===== config.mk =====
export PLATFORM = sky130hd
export DESIGN_NAME = lw_sha_axi4_din_feeder_flat
export DESIGN_NICKNAME = d
export VERILOG_FILES = /design/src/rtl/lw_sha_axi4_din_feeder_if.sv /design/src/rtl/lw_sha_axi4_din_feeder.sv /design/src/flat_wrapper.sv
export SDC_FILE = /design/constraint.sdc
export NUM_CORES = 1
export LEC_CHECK = 0
export ABC_AREA = 1
export BUFFER_PORTS_ARGS = -buffer_cell sky130_fd_sc_hd__buf_2
export CORE_MARGIN = 2
export CORE_UTILIZATION = 59
export DETAILED_ROUTE_END_ITERATION = 8
export GPL_ROUTABILITY_DRIVEN = 1
export PLACE_DENSITY_LB_ADDON = 0.08
export SLEW_MARGIN = 15
export SYNTH_ARGS = -nofsm -noshare
export SYNTH_HDL_FRONTEND = slang
export SYNTH_SLANG_ARGS = --single-unit

===== constraint.sdc =====
create_clock -name aclk -period 2.8 [get_ports aclk]
set_input_delay 0.28 -clock aclk [delete_from_list [all_inputs] [get_ports aclk]]
set_output_delay 0.28 -clock aclk [all_outputs]
set_load 0.05 [all_outputs]

===== src/rtl/lw_sha_axi4_din_feeder_if.sv =====
// AXI4 write-channel bundle between the DIN feeder (master) and the SHA/HMAC slave top.
// Only the AW, W and B channels exist; the feeder never reads.
interface lw_sha_axi4_din_feeder_if #(
    parameter int DATA_WIDTH = 32
);
    logic [11:0]           awaddr;
    logic [7:0]            awlen;
    logic [2:0]            awsize;
    logic [1:0]            awburst;
    logic [3:0]            awid;
    logic                  awvalid;
    logic                  awready;
    logic [DATA_WIDTH-1:0] wdata;
    logic                  wlast;
    logic                  wvalid;
    logic                  wready;
    logic [1:0]            bresp;
    logic                  bvalid;
    logic                  bready;

    modport master (
        output awaddr, awlen, awsize, awburst, awid, awvalid,
        output wdata, wlast, wvalid, bready,
        input  awready, wready, bresp, bvalid
    );

    modport slave (
        input  awaddr, awlen, awsize, awburst, awid, awvalid,
        input  wdata, wlast, wvalid, bready,
        output awready, wready, bresp, bvalid
    );
endinterface


===== src/rtl/lw_sha_axi4_din_feeder.sv =====
// Buffers message words from a valid/ready stream and pushes them into the SHA DIN
// register as FIXED-address AXI4 write bursts whenever the core requests DMA data.
//
// state | meaning
// IDLE  | waiting for dma_wr_req_i with words buffered; burst length latched on exit
// ADDR  | awvalid held with the latched awlen until awready
// DATA  | FIFO head presented on W, one pop per W handshake, wlast on final beat
// RESP  | bready high, waiting for the B response
module lw_sha_axi4_din_feeder #(
    parameter int          DATA_WIDTH = 32,
    parameter logic [11:0] DIN_ADDR   = 12'h010,
    parameter int          FIFO_DEPTH = 8,
    parameter int          MAX_BURST  = 8,
    parameter logic [3:0]  AXI_ID     = 4'h0
) (
    input  logic                          aclk,
    input  logic                          areset,
    input  logic [DATA_WIDTH-1:0]         s_data,
    input  logic                          s_last,
    input  logic                          s_valid,
    output logic                          s_ready,
    input  logic                          dma_wr_req_i,
    lw_sha_axi4_din_feeder_if.master      axi,
    output logic                          busy_o,
    output logic                          msg_done_o,
    output logic                          err_o,
    input  logic                          clear_err_i,
    output logic [$clog2(FIFO_DEPTH):0]   fifo_level_o
);

    localparam int PW = $clog2(FIFO_DEPTH);
    localparam int LW = PW + 1;
    localparam int EW = DATA_WIDTH + 1;

    typedef enum logic [1:0] {
        ST_IDLE = 2'd0,
        ST_ADDR = 2'd1,
        ST_DATA = 2'd2,
        ST_RESP = 2'd3
    } state_t;

    state_t          state_q;
    state_t          state_d;

    logic [EW-1:0]   mem [FIFO_DEPTH];
    logic [PW-1:0]   rd_ptr;
    logic [PW-1:0]   wr_ptr;
    logic [LW-1:0]   level;

    logic [7:0]      awlen_q;
    logic [7:0]      beat_q;
    logic            has_last_q;
    logic            msg_done_q;
    logic            err_q;

    logic [7:0]      scan_len;
    logic            scan_last;

    logic            awvalid_c;
    logic            wvalid_c;
    logic            wlast_c;
    logic            bready_c;

    logic            push;
    logic            w_fire;
    logic            b_fire;
    logic            burst_start;

    assign s_ready     = (level < LW'(FIFO_DEPTH));
    assign push        = s_valid && s_ready;
    assign w_fire      = wvalid_c && axi.wready;
    assign b_fire      = bready_c && axi.bvalid;
    assign burst_start = (state_q == ST_IDLE) && (state_d == ST_ADDR);

    // FIFO storage: each entry is {s_last, s_data}
    always_ff @(posedge aclk) begin
        if (push) begin
            mem[wr_ptr] <= {s_last, s_data};
        end
    end

    always_ff @(posedge aclk) begin
        if (areset) begin
            rd_ptr <= '0;
            wr_ptr <= '0;
            level  <= '0;
        end else begin
            if (push) begin
                wr_ptr <= wr_ptr + PW'(1);
            end
            if (w_fire) begin
                rd_ptr <= rd_ptr + PW'(1);
            end
            case ({push, w_fire})
                2'b10:   level <= level + LW'(1);
                2'b01:   level <= level - LW'(1);
                default: level <= level;
            endcase
        end
    end

    // Burst length: leading words up to the first s_last tag, capped by level and MAX_BURST
    always_comb begin
        scan_len  = '0;
        scan_last = 1'b0;
        for (int i = 0; i < MAX_BURST; i++) begin
            if (!scan_last && (LW'(i) < level)) begin
                scan_len  = 8'(i);
                scan_last = mem[rd_ptr + PW'(i)][DATA_WIDTH];
            end
        end
    end

    always_ff @(posedge aclk) begin
        if (areset) begin
            state_q <= ST_IDLE;
        end else begin
            state_q <= state_d;
        end
    end

    always_comb begin
        state_d = state_q;
        case (state_q)
            ST_IDLE: if (dma_wr_req_i && (level != '0)) state_d = ST_ADDR;
            ST_ADDR: if (axi.awready) state_d = ST_DATA;
            ST_DATA: if (axi.wready && (beat_q == awlen_q)) state_d = ST_RESP;
            ST_RESP: if (axi.bvalid) state_d = ST_IDLE;
            default: state_d = ST_IDLE;
        endcase
    end

    always_comb begin
        awvalid_c = 1'b0;
        wvalid_c  = 1'b0;
        wlast_c   = 1'b0;
        bready_c  = 1'b0;
        case (state_q)
            ST_ADDR: awvalid_c = 1'b1;
            ST_DATA: begin
                wvalid_c = 1'b1;
                wlast_c  = (beat_q == awlen_q);
            end
            ST_RESP: bready_c = 1'b1;
            default: ;
        endcase
    end

    // Burst bookkeeping and host-side status; an error response beats a same-cycle clear
    always_ff @(posedge aclk) begin
        if (areset) begin
            awlen_q    <= '0;
            beat_q     <= '0;
            has_last_q <= 1'b0;
            msg_done_q <= 1'b0;
            err_q      <= 1'b0;
        end else begin
            msg_done_q <= 1'b0;
            if (burst_start) begin
                awlen_q    <= scan_len;
                has_last_q <= scan_last;
                beat_q     <= '0;
            end else if (w_fire) begin
                beat_q <= beat_q + 8'd1;
            end
            if (b_fire) begin
                msg_done_q <= has_last_q;
            end
            if (b_fire && (axi.bresp != 2'b00)) begin
                err_q <= 1'b1;
            end else if (clear_err_i) begin
                err_q <= 1'b0;
            end
        end
    end

    assign axi.awaddr  = DIN_ADDR;
    assign axi.awlen   = awlen_q;
    assign axi.awsize  = 3'($clog2(DATA_WIDTH / 8));
    assign axi.awburst = 2'b00;
    assign axi.awid    = AXI_ID;
    assign axi.awvalid = awvalid_c;
    assign axi.wdata   = wvalid_c ? mem[rd_ptr][DATA_WIDTH-1:0] : '0;
    assign axi.wlast   = wlast_c;
    assign axi.wvalid  = wvalid_c;
    assign axi.bready  = bready_c;

    assign busy_o       = (state_q != ST_IDLE) || (level != '0);
    assign msg_done_o   = msg_done_q;
    assign err_o        = err_q;
    assign fifo_level_o = level;

endmodule


===== src/flat_wrapper.sv =====
// flat-port wrapper written by rule: the top's interface ports become plain ports
module lw_sha_axi4_din_feeder_flat 
#(
    parameter int          DATA_WIDTH = 32,
    parameter logic [11:0] DIN_ADDR   = 12'h010,
    parameter int          FIFO_DEPTH = 8,
    parameter int          MAX_BURST  = 8,
    parameter logic [3:0]  AXI_ID     = 4'h0
)
  (aclk, areset, s_data, s_last, s_valid, s_ready, dma_wr_req_i, busy_o, msg_done_o, err_o, clear_err_i, fifo_level_o, axi_awaddr, axi_awlen, axi_awsize, axi_awburst, axi_awid, axi_awvalid, axi_wdata, axi_wlast, axi_wvalid, axi_bready, axi_awready, axi_wready, axi_bresp, axi_bvalid);
  lw_sha_axi4_din_feeder_if #(.DATA_WIDTH(DATA_WIDTH)) axi_i ();
  input  logic aclk;
  input  logic areset;
  input  logic [DATA_WIDTH-1:0] s_data;
  input  logic s_last;
  input  logic s_valid;
  output logic s_ready;
  input  logic dma_wr_req_i;
  output logic busy_o;
  output logic msg_done_o;
  output logic err_o;
  input  logic clear_err_i;
  output logic [$clog2(FIFO_DEPTH):0] fifo_level_o;
  output wire logic [$bits(axi_i.awaddr)-1:0] axi_awaddr;
  output wire logic [$bits(axi_i.awlen)-1:0] axi_awlen;
  output wire logic [$bits(axi_i.awsize)-1:0] axi_awsize;
  output wire logic [$bits(axi_i.awburst)-1:0] axi_awburst;
  output wire logic [$bits(axi_i.awid)-1:0] axi_awid;
  output wire logic [$bits(axi_i.awvalid)-1:0] axi_awvalid;
  output wire logic [$bits(axi_i.wdata)-1:0] axi_wdata;
  output wire logic [$bits(axi_i.wlast)-1:0] axi_wlast;
  output wire logic [$bits(axi_i.wvalid)-1:0] axi_wvalid;
  output wire logic [$bits(axi_i.bready)-1:0] axi_bready;
  input wire logic [$bits(axi_i.awready)-1:0] axi_awready;
  input wire logic [$bits(axi_i.wready)-1:0] axi_wready;
  input wire logic [$bits(axi_i.bresp)-1:0] axi_bresp;
  input wire logic [$bits(axi_i.bvalid)-1:0] axi_bvalid;
  assign axi_awaddr = axi_i.awaddr;
  assign axi_awlen = axi_i.awlen;
  assign axi_awsize = axi_i.awsize;
  assign axi_awburst = axi_i.awburst;
  assign axi_awid = axi_i.awid;
  assign axi_awvalid = axi_i.awvalid;
  assign axi_wdata = axi_i.wdata;
  assign axi_wlast = axi_i.wlast;
  assign axi_wvalid = axi_i.wvalid;
  assign axi_bready = axi_i.bready;
  assign axi_i.awready = axi_awready;
  assign axi_i.wready = axi_wready;
  assign axi_i.bresp = axi_bresp;
  assign axi_i.bvalid = axi_bvalid;
  lw_sha_axi4_din_feeder #(.DATA_WIDTH(DATA_WIDTH), .DIN_ADDR(DIN_ADDR), .FIFO_DEPTH(FIFO_DEPTH), .MAX_BURST(MAX_BURST), .AXI_ID(AXI_ID)) u_core (.aclk(aclk), .areset(areset), .s_data(s_data), .s_last(s_last), .s_valid(s_valid), .s_ready(s_ready), .dma_wr_req_i(dma_wr_req_i), .axi(axi_i), .busy_o(busy_o), .msg_done_o(msg_done_o), .err_o(err_o), .clear_err_i(clear_err_i), .fifo_level_o(fifo_level_o));
endmodule

**Word-level counts from Yosys, hierarchy flattened**

Memory sizes are Yosys's and may differ from the RTL's. A register that Yosys moved wholly into a read port is not among the register bits.
Index checks and enable logic that the tools add are counted.

- Memories: 1
- Logic and storage cells: 100
- Output and inout bits: 73
- Bits in latches: 0
- Bits of input ports: 43
- Flip-flop bits (word level): 31
- Memory bits (writable): 264
- Bits in read-only memories: 0

Memory list:

| name | words | bits a word | rd ports | clocked after Yosys merged registers in | wr ports | RTL line | text |
|---|---|---|---|---|---|---|---|
| u_core.mem | 8 | 33 | 8 | 1 | 1 | lw_sha_axi4_din_feeder.sv:45 | `logic [EW-1:0] mem [FIFO_DEPTH];` |

- Divide/modulo/power cells: 0
- Bitwise gates (word level): 1
- Reductions and logical operators: 30
- $mul: 0
- Mux-type cells: 32
- Equality and inequality tests: 7
- Shift-type cells: 0
- Add/subtract/negate cells: 11
- $lt $le $gt $ge: 9

Operators by type and width:

| operator | count |
|---|---|
| $mux W32 | 1 |
| $mux W3 | 6 |
| $mux W1 | 17 |
| $lt A3 B4 Y1 const A | 4 |
| $logic_and A1 B1 Y1 | 14 |
| $add A3 B3 Y3 const B | 4 |
| $mux W2 | 6 |
| $add A8 B1 Y8 const B | 1 |
| $eq A8 B8 Y1 | 1 |
| $lt A1 B4 Y1 const A | 2 |
| $lt A2 B4 Y1 const A | 2 |
| $pmux W2 S4 | 1 |
| $pmux W4 S2 | 1 |
| $reduce_bool A2 Y1 | 4 |
| $logic_not A1 Y1 | 7 |
| $add A3 B1 Y3 const B | 2 |
| $add A3 B2 Y3 const B | 2 |
| $eq A2 B1 Y1 const B | 3 |
| $eq A2 B2 Y1 const B | 3 |
| $add A4 B1 Y4 const B | 1 |
| $lt A4 B4 Y1 const B | 1 |
| $reduce_bool A4 Y1 | 1 |
| $reduce_or A2 Y1 | 2 |
| $sub A4 B1 Y4 const B | 1 |
| other kinds (3) | 3 |

**Longest topological paths before layout**

Gate-level depths: netlist of the first run.

- Depth in word-level cells: 23
- Gate-level depth with buffers: 19
- Gate-level depth less buffers: 17

**Worst setup path after synthesis of the first run**

OpenSTA, ideal clock, no wires.

- Path kind: register to register
- Start point: register u_core.level[3], in the netlist u_core.fifo_level_o[3]
- End point: memory u_core.mem[0][0] in the netlist's numbering, enable pin
- Buffers on the path: 0
- Cell stages (with the launch flop): 6
- Arrival: 2.824 ns
- Slack: -0.447 ns
- Period minus slack after synthesis: 3.247 ns
- Library setup time: 0.423 ns
- Data required time: 2.377 ns
- Cell sequence: dfxtp_1 > inv_1 > nand2_1 > inv_1 > nand2_1 > nor2_1

- Cells in the longest elaborated chain, start to end: 4

Ends and longest elaborated chain:

| element | RTL line | text |
|---|---|---|
| start: declaration | lw_sha_axi4_din_feeder.sv:48 | `logic [LW-1:0] level;` |
| start signal: assignment | lw_sha_axi4_din_feeder.sv:95 | `2'b10: level <= level + LW'(1);` |
| start signal: assignment | lw_sha_axi4_din_feeder.sv:96 | `2'b01: level <= level - LW'(1);` |
| start signal: assignment | lw_sha_axi4_din_feeder.sv:97 | `default: level <= level;` |
| $lt A4 B4 Y1 | lw_sha_axi4_din_feeder.sv:69 | `assign s_ready = (level < LW'(FIFO_DEPTH));` |
| named net s_ready | flat_wrapper.sv:17 | `output logic s_ready;` |
| $logic_and A1 B1 Y1 | lw_sha_axi4_din_feeder.sv:70 | `assign push = s_valid && s_ready;` |
| $mux W1 | lw_sha_axi4_din_feeder.sv:77 | `if (push) begin` |
| $mux W1 (implied by the code) | lw_sha_axi4_din_feeder.sv:78 | `mem[wr_ptr] <= {s_last, s_data};` |
| end: declaration | lw_sha_axi4_din_feeder.sv:45 |  |

The timed path passes the listed nets, and every way through them passes these cells.

==> results of run 1 <==
-- worst max-delay path: stages (launching register included) --
cell	delay [ns]
dfxtp_4	0.36
clkinv_2	0.17
buf_12	0.30
o21ai_0	0.12
o22ai_1	0.11
o21ai_0	0.09
a31oi_1	0.31
buf_2	0.34
-- flip-flops by register name, summed over array words and instances, names as in the netlist, named ones only --
signal	flops
u_core.rd_ptr	3
u_core.beat_q	8
u_core.state_q	2
u_core.wr_ptr	3
u_core.axi.awlen	3
u_core.err_o	1
u_core.fifo_level_o	4
u_core.mem	264
u_core.has_last_q	1
u_core.msg_done_o	1
-- cell type report --
class / instances / area (um^2) / area share (%)
Clock buffer: 40 / 797 / 5.63
Clock inverter: 12 / 87.6 / 0.619
Inverter: 54 / 204 / 1.44
Multi-Input combinational cell: 676 / 3280 / 23.2
Sequential cell: 293 / 8520 / 60.2
Tap cell: 270 / 338 / 2.39
Timing Repair Buffer: 132 / 932 / 6.58
-- per-stage QoR --
stage / total power [W] / hold WS [ns] / instance area (um^2)
after detailed placement: 0.00598 / 0.459 / 13100
after global placement: 0.00597 / 0.450 / 13100
after CTS: 0.00958 / 0.000727 / 14100
after global routing: 0.00988 / 0.0100 / 14200
after floorplan: 0.00571 / 0.349 / 12400
final: 0.00953 / 0.0146 / 14200
-- routing by layer --
metal	GRT usage, %	vias to the layer above	part of all wire, %
met5	0	-	0
met4	6.14	0	1.7
met3	3.87	45	6.0
met2	40.0	285	48
met1	34.5	3893	44
li1	-	4017	-
-- final timing paths --
check,cells past startpoint,end,slack (ns)
max reg2reg,16,u_core.axi.awlen[0]$_SDFFE_PP0P_,0.47
min,1,u_core.mem[3][21]$_DFFE_PP_,0.01
min reg2reg,2,u_core.msg_done_o$_SDFF_PP0_,0.46
max,7,axi_wdata[0],0.17
-- synthesized netlist by cell type, drive strengths merged --
| library cell | n |
|---|---|
| nand2 | 85 |
| xor2 | 3 |
| xnor2 | 1 |
| a41oi | 1 |
| conb | 2 |
| edfxtp | 264 |
| a21oi | 26 |
| and3 | 1 |
| dfxtp | 29 |
| buf | 41 |
| o211ai | 1 |
| o21ai | 178 |
| nand3 | 40 |
| a31oi | 32 |
| nor2 | 224 |
| inv | 54 |
| o22ai | 33 |
| o311ai | 1 |
| nand3b | 2 |
| clkbuf | 41 |
| ha | 8 |
| nor3 | 4 |
| or2 | 2 |
| nor4 | 1 |
| nor3b | 1 |
| nand4 | 6 |
-- logic make-up (layout without fill, tap and decap cells) --
family | Yosys count | in the layout
AND/OR/NAND/NOR | 366 | 366
flip-flops | 293 | 293
AO/OA/AOI/OAI | 272 | 272
buffers and inverters | 136 | 238
adder cells (fa/ha/maj) | 8 | 8
XOR/XNOR | 4 | 4
other | 2 | 26
-- repair_timing --
action | CTS | global route
endpoints found under the setup margin | 0 | 15
hold buffers | 19 | 0
hold endpoints to repair | 120 | 0
resized for setup | 0 | 2
setup buffers | 0 | 0
-- report_power, final --
group | total, W | internal (W) | switching, W
logic | 0.000978 | 0.000259 | 0.000720
registers | 0.00493 | 0.00488 | 0.0000522
clock network | 0.00361 | 0.00207 | 0.00155
total | 0.00953 | 0.00721 | 0.00232
==> results.md, run 1 <==
| Quantity | Reported |
|:---|:---|
| Deepest level of the CTS H-tree | 1 |
| Count of fill cells added during filler insertion | 1499 |
| Share of final-layout standard cells stronger than drive strength 1 | 15.4% |
| Static Leak | 5.26 nW |
| Multiplexer share of the synthesized area | 0% |
| Via count of the first global-routing pass | 7915 |
| Main combinational cell family by area after synthesis | simple AND/OR/NAND/NOR gates |
| Total congestion overflow | 0 |
| Total routing usage reported by global routing | 24.3% |
| Drt first pass iters | 5 |
| Most area-consuming cells after synthesis | edfxtp_1 65%, o21ai_0 7.2%, nor2_1 6.8% |
| Final-layout setup total negative slack | 0 ns |
| Total detailed-routing wirelength | 26500 um |
| Post-detailed-route wirelength per cell | 17.9 um |
| Share of the clock period used by the worst path after layout | 94.1% |
| Most used cells in the layout excluding fill and tap cells | 264 x edfxtp_1, 213 x nor2_1, 177 x o21ai_0 |
| Clock insertion delay at the later pin of the skew report | 0.55 ns |
| Simple-gate share of the synthesized area | 12.5% |
| Required time of the critical path | 2.52 ns |
| Critical Path Start Type | flop |
| Max-Slew Margin vs Limit | 55.9% |
| Maximum operating frequency | 380 MHz |
| Detailed-route DRC error count | 0 |
| Post-layout net count | 1237 |
| Final Max Slew Viols | 0 |
| Share of the core filled with cells in the final layout | 69.7% |
| Global-route wire length before repair | 42100 um |
| Actual slew at the worst max-slew pin | 0.661 ns |
| Post-synthesis share of cell area spent on xor and xnor gates | 0.286% |
| Avg Inst Size Synth | 11.4 um^2 |
| Pin count of the biggest net entering global routing | 95 |
| Unrepaired setup endpoints after global routing | no |
| Post-layout worst setup margin | 0.165 ns |
| Post-Syn Area | 0.0123 mm^2 |
| Number of non-filler instances in the completed layout | 1477 |
| Antenna violations before repair | 0 |
| Final clock skew | 0.00783 ns |
| Pre-CTS setup slack | 0.531 ns |
| Min-delay worst type | input port to flop |
| Hold Path Origin | s_data[21] |
| Top fanout value on the critical path | 66 |
| Via-per-instance ratio | 5.58 |
| Max Cap Violations | 0 |
| Die Footprint | 0.0220 mm^2 |
| Peak supply drop | 0.594 mV |
| Num ports | 116 |
| Number of endpoints with negative hold slack in the final report | 0 |
| Total via count after detailed routing | 8240 |
| Cell Pwr Density | 673 mW/mm^2 |
| Number of sinks driven by the clock tree | 293 |
| Shortest clock period the worst path allows after layout | 2.63 ns |
| Detailed-placement wirelength estimate | 14900 um |
| Final ANT Viol Nets | 0 |
| RD Place Congestion | 0.902 |
| Post-synthesis register bit count | 293 |
| Horizontal extent of the die | 148 um |
| Yosys Warn Count | 0 |
| Arrival time of the worst setup path | 2.35 ns |
| Starting utilization of the core area | 60.4% |
| Synthesized instance count | 1081 |
| Count of antenna diodes in the layout | 0 |
| RR Startpoint | u_core.rd_ptr[0]$_SDFFE_PP0P_ |
| Clock buffer count from CTS | 29 |
| Final setup violation count | 0 |
| Core Box Area | 0.0203 mm^2 |
| Synthesis-to-finish area growth | 15.4% |
| Share of synthesized cell area in full adder, half adder and majority cells | 0.816% |
| I/O Buffers | 89 |
| Critical Setup Path Class | flop to output pin |
| Fraction of the yosys area taken by sequential cells | 69.3% |
| Cell chosen for the clock root | clkbuf_16 |
| Post-CTS clock slew at the launch and capture registers of the worst setup and hold paths | 0.06 ns |
| Synthesized-area fraction occupied by ao, oa, aoi and oai cells | 11.9% |
| Type of destination of the critical path | output pin |
| Outcome | finished clean |
| Placed Cells incl. Taps | 1406 |
| Leading area contributor after synthesis | edfxtp_1 |
| Number of library cell types mapped by synthesis | 40 |
| First DRT Iteration DRCs | 683 |
| Die height | 148 um |
| Clock tree from TritonCTS | done |
| Share of the synthesized area in the top cell type | 64.6% |
| Leading cell type in the layout, fill and taps excluded | edfxtp_1 |
| Number of placement rows | 52 |
| CTS Buffer Depth | 3 |
Power figures use the tool's default switching activity.
==> inputs of run 2 (changes only) <==
--- a/config.mk
+++ b/config.mk
@@ -8,10 +8,11 @@
 export ABC_AREA = 1
 export BUFFER_PORTS_ARGS = -buffer_cell sky130_fd_sc_hd__buf_2
 export CORE_MARGIN = 2
-export CORE_UTILIZATION = 59
+export CORE_UTILIZATION = 53
 export DETAILED_ROUTE_END_ITERATION = 8
 export GPL_ROUTABILITY_DRIVEN = 1
 export PLACE_DENSITY_LB_ADDON = 0.08
+export SKIP_CTS_REPAIR_TIMING = 1
 export SLEW_MARGIN = 15
 export SYNTH_ARGS = -nofsm -noshare
 export SYNTH_HDL_FRONTEND = slang
==> constraint.sdc (replaced) <==
create_clock -name aclk -period 2.1 [get_ports aclk]
set_input_delay 0.21 -clock aclk [delete_from_list [all_inputs] [get_ports aclk]]
set_output_delay 0.21 -clock aclk [all_outputs]
set_load 0.05 [all_outputs]
==> run 2 against run 1 <==
The run now ends with negative hold slack, negative setup slack left; sequential power up 33%; design area is 9.6% higher; largest cell class unchanged; clock power grew 40%; critical path depth stayed put; first-iteration DRC count grew 1.2%.
==> results.md, run 2 (synthesis results as in run 1) <==
| Quantity | Reported | Delta |
|:---|:---|:---|
| Min-delay worst type | input port to flop |  |
| Post-detailed-route wirelength per cell | 19.3 um | +7.4% |
| Total congestion overflow | 0 | unchanged |
| Shortest clock period the worst path allows after layout | 2.34 ns |  |
| Largest register FFs | 264 | unchanged |
| Post-layout net count | 1293 | +4.5% |
| Hold Path Origin | dma_wr_req_i |  |
| Share of the clock period used by the worst path after layout | 111% |  |
| Post-layout worst setup margin | -0.237 ns | -0.402 ns |
| Number of placement rows | 55 | +5.8% |
| Destination of the worst hold path | u_core.state_q[0]$_SDFF_PP0_ |  |
| Logic depth of the worst register-to-register path | 16 | unchanged |
| Outcome | finished with violations |  |
| Maximum operating frequency | 428 MHz |  |
| Clock insertion delay at the later pin of the skew report | 0.57 ns | +0.02 ns |
| Share of final-layout standard cells stronger than drive strength 1 | 22.5% | +7.1 points |
| Die height | 156 um | +5.4% |
| First DRT Iteration DRCs | 691 | +1.2% |
| Final setup violation count | 32 | +32 |
| Required time of the critical path | 1.89 ns | -0.63 ns |
| Critical Path Start Type | flop |  |
| Max Cap Violations | 0 | unchanged |
| Die Footprint | 0.0244 mm^2 | +11% |
| Violated checks | negative hold slack, negative setup slack |  |
| Final clock skew | 0.0240 ns | +0.0161 ns |
| Arrival time of the worst setup path | 2.13 ns | -0.22 ns |
| Via-per-instance ratio | 5.64 | +1.0% |
| Count of fill cells added during filler insertion | 1650 | +10% |
| Peak supply drop | 0.792 mV | +33% |
| RD Place Congestion | 0.867 | -3.9% |
| Clock tree from TritonCTS | done |  |
| Num ports | 116 | unchanged |
| Total via count after detailed routing | 8729 | +5.9% |
| Cell chosen for the clock root | clkbuf_16 |  |
| Clock buffer count from CTS | 30 | +3.4% |
| Number of sinks driven by the clock tree | 293 | unchanged |
| Drt first pass iters | 5 | unchanged |
| Pin count of the biggest net entering global routing | 54 | -43% |
| Cell Pwr Density | 853 mW/mm^2 | +27% |
| Count of antenna diodes in the layout | 0 | unchanged |
| Global-route wire length before repair | 42200 um | +0.24% |
| I/O Buffers | 89 | unchanged |
| Starting utilization of the core area | 54.0% | -6.4 points |
| Final ANT Viol Nets | 0 | unchanged |
| Deepest level of the CTS H-tree | 1 | unchanged |
| FF-to-FF setup slack | 0.09 ns | -0.38 ns |
| Sequential Area | 0.00852 mm^2 | unchanged |
| CTS Buffer Depth | 3 | unchanged |
| Via count of the first global-routing pass | 7956 | +0.52% |
| Number of non-filler instances in the completed layout | 1549 | +4.9% |
| Largest register by flop count | u_core.mem |  |
| Synthesis-to-finish area growth | 26.4% |  |
| Type of destination of the critical path | output pin |  |
| Top fanout value on the critical path | 7 | -89% |
| Placed Cells incl. Taps | 1439 | +2.3% |
| Number of endpoints with negative hold slack in the final report | 1 | +1 |
| Unrepaired setup endpoints after global routing | yes |  |
| Final Max Slew Viols | 0 | unchanged |
| Core Box Area | 0.0227 mm^2 | +12% |
| Detailed-route DRC error count | 0 | unchanged |
| Leading cell type in the layout, fill and taps excluded | edfxtp_1 |  |
| Final Hold Slack | -0.00980 ns | -0.0244 ns |
| Post-CTS clock slew at the launch and capture registers of the worst setup and hold paths | 0.06 ns | about the same |
| Hold Path Cell Cnt | 3 | +2 |
| Pre-CTS setup slack | 0.186 ns | -0.345 ns |
| Footprint of the multi-input gates | 0.00359 mm^2 | +9.3% |
| Horizontal extent of the die | 156 um | +5.4% |
| Total chip power | 0.0132 W | +39% |
| Final-layout setup total negative slack | -4.95 ns | -4.95 ns |
| Static Leak | 5.70 nW | +8.4% |
| Most used cells in the layout excluding fill and tap cells | 264 x edfxtp_1, 208 x nor2_1, 147 x o21ai_0 |  |
| Total detailed-routing wirelength | 29800 um | +13% |
| Reg2reg end | u_core.axi.awlen[0]$_SDFFE_PP0P_ |  |
| Detailed-placement wirelength estimate | 15800 um | +6.1% |
| Antenna violations before repair | 0 | unchanged |
| Critical Setup Path Class | flop to output pin |  |
| Total routing usage reported by global routing | 22.2% | -2.1 points |
run 2: power by group:
group | leakage (nW) | total (W) | internal (W) | switching [W]
sequential | 2.63 | 0.00658 | 0.00651 | 0.0000657
combinational | 2.61 | 0.00161 | 0.000530 | 0.00108
clock | 0.457 | 0.00504 | 0.00287 | 0.00217
total | 5.70 | 0.0132 | 0.00992 | 0.00332
run 2: worst max path at each step:
stage | cells past startpoint | end | start | slack [ns]
global route | 7 | axi_wdata[4] | flop | -0.29
global placement | 12 | u_core.axi.awlen[0]$_SDFFE_PP0P_ | u_core.fifo_level_o[0]$_SDFFE_PP0P_ | 0.21
CTS | 8 | axi_wdata[6] | flop | -0.44
floorplan | 5 | u_core.mem[0][0]$_DFFE_PP_ | u_core.fifo_level_o[3]$_SDFFE_PP0P_ | 0.03
finish | 7 | axi_wdata[31] | flop | -0.24
detailed placement | 8 | axi_wdata[6] | flop | 0.19
run 2: cell type report:
cell class | count | share of cell area, %
sequential | 293 | 54.9
multi-input combinational | 676 | 23.1
timing repair buffer | 187 | 12.2
clock buffer | 37 | 5.01
tap | 285 | 2.30
inverter | 54 | 1.41
clock inverter | 17 | 1.04
run 2: per-layer routing:
| layer | routed length (um) | GRT usage (%) | up-vias |
|---|---|---|---|
| met1 | 12600 | 30.9 | 4233 |
| met2 | 14600 | 37.5 | 317 |
| li1 | - | - | 4128 |
| met3 | 1960 | 3.08 | 51 |
| met5 | 0 | 0 | - |
| met4 | 665 | 5.46 | 0 |
run 2: per-stage QoR:
step | cell area [um^2] | util (%)
2_1_floorplan | 12600 | -
3_3_place_gp | 13500 | 59.6
3_5_place_dp | 13500 | 59.6
4_1_cts | 14500 | 63.7
5_1_grt | 15500 | 68.3
6_report | 15500 | 68.3
run 2: worst max-delay path, cell delays in order (launching register included):
cell	delay, ns
dfxtp_4	0.45
buf_8	0.17
clkbuf_16	0.16
o21ai_2	0.05
o22ai_1	0.19
o21ai_1	0.12
a31oi_2	0.23
buf_6	0.19
